==> src/rtl/sram_bist.sv <==
// sram_bist: four-pass march self-test driving the SRAM controller command port.
// Define SRAM_BIST_STOP_ON_ERR_EN to end the test at the first read mismatch.
module sram_bist #(
   parameter int                ADDR_W    = 18,
   parameter int                DATA_W    = 16,
   parameter logic [ADDR_W-1:0] ADDR_LAST = {ADDR_W{1'b1}},
   parameter logic [DATA_W-1:0] PATTERN   = 16'hA55A
) (
   input  logic              clk,
   input  logic              reset,
   input  logic              start,
   input  logic              ready,
   input  logic [DATA_W-1:0] data_s2f,
   output logic              mem,
   output logic              rw,
   output logic [ADDR_W-1:0] addr,
   output logic [DATA_W-1:0] data_f2s,
   output logic              busy,
   output logic              done,
   output logic              fail,
   output logic [ADDR_W-1:0] err_addr,
   output logic [DATA_W-1:0] err_data,
   output logic [15:0]       err_count
);
   typedef enum logic [2:0] {IDLE, ISSUE, WAIT, NEXT, FIN} state_t;
   state_t state, state_nxt;
   logic [1:0] pass, pass_nxt;
   logic [ADDR_W-1:0] addr_nxt;
   logic last, mis, stop, fin, go;

   function automatic logic [DATA_W-1:0] pat(input logic [ADDR_W-1:0] a, input logic inv);
      return (DATA_W'(a) ^ PATTERN) ^ {DATA_W{inv}};
   endfunction

   always_ff @(posedge clk) begin
      if (reset) begin
         state     <= IDLE;
         pass      <= '0;
         addr      <= '0;
         rw        <= 1'b1;
         data_f2s  <= '0;
         busy      <= 1'b0;
         done      <= 1'b0;
         fail      <= 1'b0;
         err_addr  <= '0;
         err_data  <= '0;
         err_count <= '0;
      end else begin
         state <= state_nxt;
         if (go) begin
            busy      <= 1'b1;
            done      <= 1'b0;
            fail      <= 1'b0;
            err_addr  <= '0;
            err_data  <= '0;
            err_count <= '0;
            pass      <= '0;
            addr      <= '0;
            rw        <= 1'b0;
            data_f2s  <= pat('0, 1'b0);
         end
         if (state == NEXT) begin
            if (mis) begin
               if (!fail) begin
                  fail     <= 1'b1;
                  err_addr <= addr;
                  err_data <= data_s2f;
               end
               if (err_count != 16'hFFFF) err_count <= err_count + 16'd1;
            end
            if (fin) begin
               busy <= 1'b0;
               done <= 1'b1;
            end else begin
               addr     <= addr_nxt;
               pass     <= pass_nxt;
               rw       <= pass_nxt[0];
               data_f2s <= pat(addr_nxt, pass_nxt[1]);
            end
         end
      end
   end

   always_comb begin
      state_nxt = state;
      case (state)
         IDLE, FIN: state_nxt = start ? ISSUE : state;
         ISSUE:     state_nxt = ready ? WAIT : ISSUE;
         WAIT:      state_nxt = ready ? NEXT : WAIT;
         NEXT:      state_nxt = fin ? FIN : ISSUE;
         default:   state_nxt = IDLE;
      endcase
   end

   always_comb begin
      mem      = state == ISSUE;
      go       = (state == IDLE || state == FIN) && start;
      last     = addr == ADDR_LAST;
      addr_nxt = last ? '0 : addr + ADDR_W'(1);
      pass_nxt = last ? pass + 2'd1 : pass;
      mis      = state == NEXT && rw && data_s2f != pat(addr, pass[1]);
`ifdef SRAM_BIST_STOP_ON_ERR_EN
      stop     = mis;
`else
      stop     = 1'b0;
`endif
      fin      = stop || (last && pass == 2'd3);
   end
endmodule

==> config.mk <==
export PLATFORM = sky130hd
export DESIGN_NAME = sram_bist
export DESIGN_NICKNAME = d
export VERILOG_FILES = /design/src/rtl/sram_bist.sv
export SDC_FILE = /design/constraint.sdc
export NUM_CORES = 1
export LEC_CHECK = 0
export ABC_CLOCK_PERIOD_IN_PS = 2900
export BUFFER_PORTS_ARGS = -buffer_cell sky130_fd_sc_hd__buf_4
export CORE_ASPECT_RATIO = 0.9
export CORE_MARGIN = 2
export CORE_UTILIZATION = 55
export CTS_BUF_LIST = sky130_fd_sc_hd__clkbuf_16
export DETAILED_ROUTE_END_ITERATION = 10
export GPL_TIMING_DRIVEN = 0
export PLACE_DENSITY = 0.81
export SLEW_MARGIN = 10
export SYNTH_ARGS = -nofsm -noshare
export SYNTH_HDL_FRONTEND = slang
export SYNTH_SLANG_ARGS = --single-unit
==> constraint.sdc <==
create_clock -name clk -period 2.9 [get_ports clk]
set_clock_uncertainty 0.2 [all_clocks]
set_input_delay 0.145 -clock clk [delete_from_list [all_inputs] [get_ports clk]]
set_output_delay 0.145 -clock clk [all_outputs]
set_load 0.01 [all_outputs]
# Word-level counts from Yosys, hierarchy flattened

Cells that the tools add are included.

$add $sub $neg: 3
Eq/ne operators: 9
Mux-type cells: 41
Bitwise operators: 4
Reductions and logical operators: 7

Operator list:

| kind                                                                   | number |
|---|---|
| 16-bit two-way mux                                                     | 11 |
| 18-bit two-way mux                                                     | 8 |
| 16-bit bitwise XOR                                                     | 2 |
| 18-bit by 1-bit adder with 18-bit output (second input constant)       | 1 |
| 18-bit equality test (second input constant)                           | 1 |
| 16-bit by 1-bit adder with 16-bit output (second input constant)       | 1 |
| 16-bit != test                                                         | 1 |
| 16-bit != test (second input constant)                                 | 1 |
| 8-bit NOT                                                              | 2 |
| 1-bit two-way mux                                                      | 14 |
| 3-bit case mux with 4 select lines                                     | 1 |
| 2-bit two-way mux                                                      | 5 |
| 3-bit by 2-bit equality test with 1-bit output (second input constant) | 2 |
| 3-bit two-way mux                                                      | 2 |
| 1-bit logical AND                                                      | 4 |
| 3-bit by 1-bit equality test with 1-bit output (second input constant) | 1 |
| 3-bit equality test (second input constant)                            | 1 |
| 3-bit zero test                                                        | 1 |
| 2-bit by 1-bit adder with 2-bit output (second input constant)         | 1 |
| 2-bit equality test (second input constant)                            | 1 |
| 2-bit != test (second input constant)                                  | 1 |
| 2-bit OR reduction                                                     | 1 |
| 1-bit logical OR                                                       | 1 |

Register bits after elaboration: 93
Bits of input ports: 20
Output and inout port bits: 89
Logic and storage cells: 75

# Logic depth before layout (Yosys ltp)

Depth in word-level cells: 7
Mapped depth: 9

# Worst setup path before layout

OpenSTA, ideal clock, no wires.

Path type: reg-to-reg
From: register addr[1]
To: register data_f2s[14]
Arrival time: 2.147 ns
Required time: 2.583 ns
Path slack: 0.437 ns
Cell stages (with the launch flop): 9
Path through: dfxtp_1 -> ha_1 -> and3_1 -> nand4_1 -> nor2_2 -> mux2i_1 -> buf_2 -> mux2i_1 -> a22o_1

Longest elaborated chain between the ends: 5

Ends and longest elaborated chain:

| what                                                                                    | line    | text |
|---|---|---|
| start, declared                                                                         | 16      | `output logic [ADDR_W-1:0] addr,` |
| start signal, assigned                                                                  | 75      | `addr <= addr_nxt;` |
| 18-bit by 1-bit adder with 18-bit output / 18-bit equality test (equally long branches) | 99, 98  |  |
| 18-bit two-way mux / 2-bit two-way mux (equally long branches)                          | 99, 100 |  |
| 16-bit bitwise XOR                                                                      | 32      | `return (DATA_W'(a) ^ PATTERN) ^ {DATA_W{inv}};` |
| 16-bit two-way mux *                                                                    | 71      | `if (fin) begin` |
| 16-bit two-way mux *                                                                    | 62      | `if (state == NEXT) begin` |
| end signal, assigned                                                                    | 60      | `data_f2s <= pat('0, 1'b0);` |
| end signal, assigned                                                                    | 78      | `data_f2s <= pat(addr_nxt, pass_nxt[1]);` |
| end, declared                                                                           | 17      | `output logic [DATA_W-1:0] data_f2s,` |

Mark *: on every way between the ends. The rest lies on a longest branch, timed or not.
A chain may end at the register's enable or synchronous reset.

# Final worst setup path

Same ends and word-level chain as after synthesis.

==> results.json <==
{
  "post-dp-hpwl_um": 11280,
  "mostFrequentLayoutCells": "buf_4, dfxtp_1, a21oi_1",
  "avgSynthCellArea_sq_um": 8.361,
  "drv_cap": 0,
  "coreArea_sq_um": 9001,
  "leakage_uw": 0.002377,
  "gp_congestion": 0.9085,
  "start_util_pct": 55.92,
  "dr.pass1.iters": 5,
  "wirelength_um": 16260,
  "final_common_cell": "buf_4",
  "yosysWarnings": 0,
  "vias_per_cell": 6.341,
  "grt_pass1_vias": 4941,
  "vdd.ir_drop.worst_uv": 346.0,
  "syn_area_sq_um": 5034,
  "path_class": "reg2reg",
  "grt_pass1_wl_um": 25340,
  "final-hold-violation-count": 0,
  "rsz0062_at_grt": "false",
  "die_h_um": 94.76,
  "drt_iter0_drc": 518,
  "setup_violations": 0,
  "cp_max_fo": 9,
  "dp_slack_ps": -70.47,
  "clock_latency_ps": 330,
  "fin_util_pct": 72.44,
  "ant_nets": 0,
  "grt_overflow": 0,
  "arrival_ps": 2750,
  "nNetsFinal": 762,
  "port_buffers": 108,
  "start_kind": "flip-flop",
  "synthCells": 602,
  "hp-class": "reg2reg",
  "grt_max_degree": 15,
  "crit_buf_inv": 2,
  "slew_headroom_pct": 56.35,
  "area_growth_pct": 29.53,
  "finalMaxSlewViolations": 0,
  "cts_setup_buffers": 0,
  "syn-num-nets": 625,
  "cts_max_path_buffers": 2,
  "critPathTopFamily": "simple AND/OR/NAND/NOR gates",
  "ys_seq_elements": 93,
  "clkTransAtPathRegs_ps": 70,
  "cts.sinks": 93,
  "final_layout_size_suffix_gt1_share_pct": 22.91,
  "yosysSeqAreaShare_pct": 36.99,
  "slowest_delay_ps": 450,
  "cts_tree": "done",
  "synth_edf_count": 0,
  "num_vias": 5485,
  "cts_root_buf": "clkbuf_16",
  "power_density_nw_per_um2": 447.1,
  "avgRoutedWirePerCell_um": 18.79,
  "h-tree-depth": 3,
  "slowest_stage": "dfxtp_2",
  "power_uw": 2915,
  "cp-end-kind": "flip-flop",
  "ios": 109,
  "status": "complete, no violations",
  "track_usage_pct": 31.72,
  "worstPathCellList": "ha_1 > and3_1 > and4_1 > and3_1 > buf_2 > nand2b_1 > buf_2 > nor2_1 > a22o_1",
  "ys_async_sr_fraction_pct": 0,
  "num_rows": 33,
  "worstPathRequired_ps": 2930,
  "max_freq_mhz": 367.6,
  "fp.dieArea_sq_um": 9934,
  "grt_antenna_before_repair": 1,
  "tightest_slew_ps": 649.7,
  "synth.distinct_cells": 59,
  "cts_buffers": 9,
  "synth-main-ff-cell": "dfxtp_1",
  "drc": 0,
  "setup_slack_ps": 179.4,
  "finalCritPeriodShare_pct": 93.82,
  "fin_crit_ps": 2721,
  "die_width_um": 104.8
}
[final cells by class]
class | count | area, sq um
multi-input combinational | 445 | 2890
fill | 726 | 2481
sequential | 93 | 1866
timing repair buffer | 127 | 1001
buffer | 56 | 277.8
clock buffer | 9 | 225.2
tap | 122 | 152.6
clock inverter | 5 | 78.83
inverter | 7 | 26.28
antenna | 1 | 2.502
[cell families after synthesis]
| kind of cell | count (synthesis) | synth area share (%) |
|---|---|---|
| xor gates and xnor gates | 40 | 6.960 |
| AOI/OAI and AO/OA | 183 | 25.68 |
| adders and majority gates | 3 | 0.7458 |
| DFF | 93 | 36.99 |
| muxes | 10 | 2.063 |
| and+or+nand+nor | 209 | 21.48 |
| buffers and inverters | 64 | 6.090 |
[routing by layer]
metal | GRT usage, % | up-vias | wire (um)
met3 | 4.693 | 46 | 1479
met2 | 51.68 | 349 | 7575
met1 | 42.69 | 2588 | 6736
met5 | 0 | - | 0
met4 | 12.44 | 0 | 464
li1 | - | 2502 | -
[flip-flops by register name, summed over array words and instances (netlist names)]
name       flops
addr          18
err_addr      18
data_f2s      16
err_count     16
err_data      16
state          3
pass           2
busy           1
done           1
fail           1
rw             1
[synth_stat cells, types with 3 or more instances]
cell / instances / area share, %
buf_2: 16 / 1.6
nor3b_1: 4 / 0.60
and3_1: 8 / 0.99
o211ai_1: 9 / 1.3
o311ai_0: 32 / 5.6
nand3_1: 50 / 5.0
nor2_1: 39 / 2.9
nand4_1: 8 / 0.99
mux2i_1: 7 / 1.4
xor2_1: 10 / 1.7
a22o_1: 7 / 1.2
nand2_1: 33 / 2.5
nor3_1: 14 / 1.4
dfxtp_1: 93 / 37
a2bb2oi_1: 3 / 0.52
a211o_1: 11 / 1.9
or2_2: 5 / 0.62
nor4_1: 4 / 0.50
a22oi_1: 3 / 0.45
inv_1: 7 / 0.52
nand2b_1: 15 / 1.9
or3_1: 13 / 1.6
a31oi_1: 3 / 0.37
xnor2_1: 30 / 5.2
clkbuf_1: 33 / 2.5
nand3b_1: 5 / 0.75
buf_6: 5 / 1.1
o21ai_0: 20 / 2.0
ha_1: 3 / 0.75
a21oi_1: 67 / 6.7
a211oi_1: 7 / 1.0
[worst paths after layout]
path,startpoint,end,slack (ps),cells past startpoint
setup / recovery,addr[1],data_f2s[14],180,9
hold / removal,err_addr[2],err_addr[2],270,2
setup reg to reg,addr[1],data_f2s[14],180,9
hold reg to reg,err_addr[2],err_addr[2],270,2
[worst reg2reg max path, cell delays in order (launching register included)]
cell and delay (ps):
dfxtp_2 450, ha_1 270, and3_1 260, and4_1 340, and3_1 190, buf_2 170
nand2b_1 110, buf_2 210, nor2_1 150, a22o_1 260
[timing repair]
action | CTS | global route
hold buffers | 19 | 0
setup endpoints to repair | 10 | 29
gates resized for setup | 3 | 7
endpoints found under the hold margin | 23 | 0
[where the power goes]
| part | leakage, uW | internal (uW) | switching [uW] |
|---|---|---|---|
| logic | 0.00148 | 134 | 216 |
| registers | 0.000754 | 1300 | 20.6 |
| clock network | 0.000145 | 743 | 497 |
[per-stage QoR]
stage | setup TNS, ps | cells | cell area (sq um) | hold WS [ps]
after global placement | -16.65 | 832 | 5997 | 252.2
final | 0 | 865 | 6520 | 270.5
after global routing | 0 | 865 | 6520 | 296.0
after CTS | 0 | 865 | 6501 | 270.8
after detailed placement | -184.9 | 832 | 5997 | 241.8
after floorplan | 0 | 602 | 5034 | 118.6
Note: power is estimated with default switching activity, not from simulation.
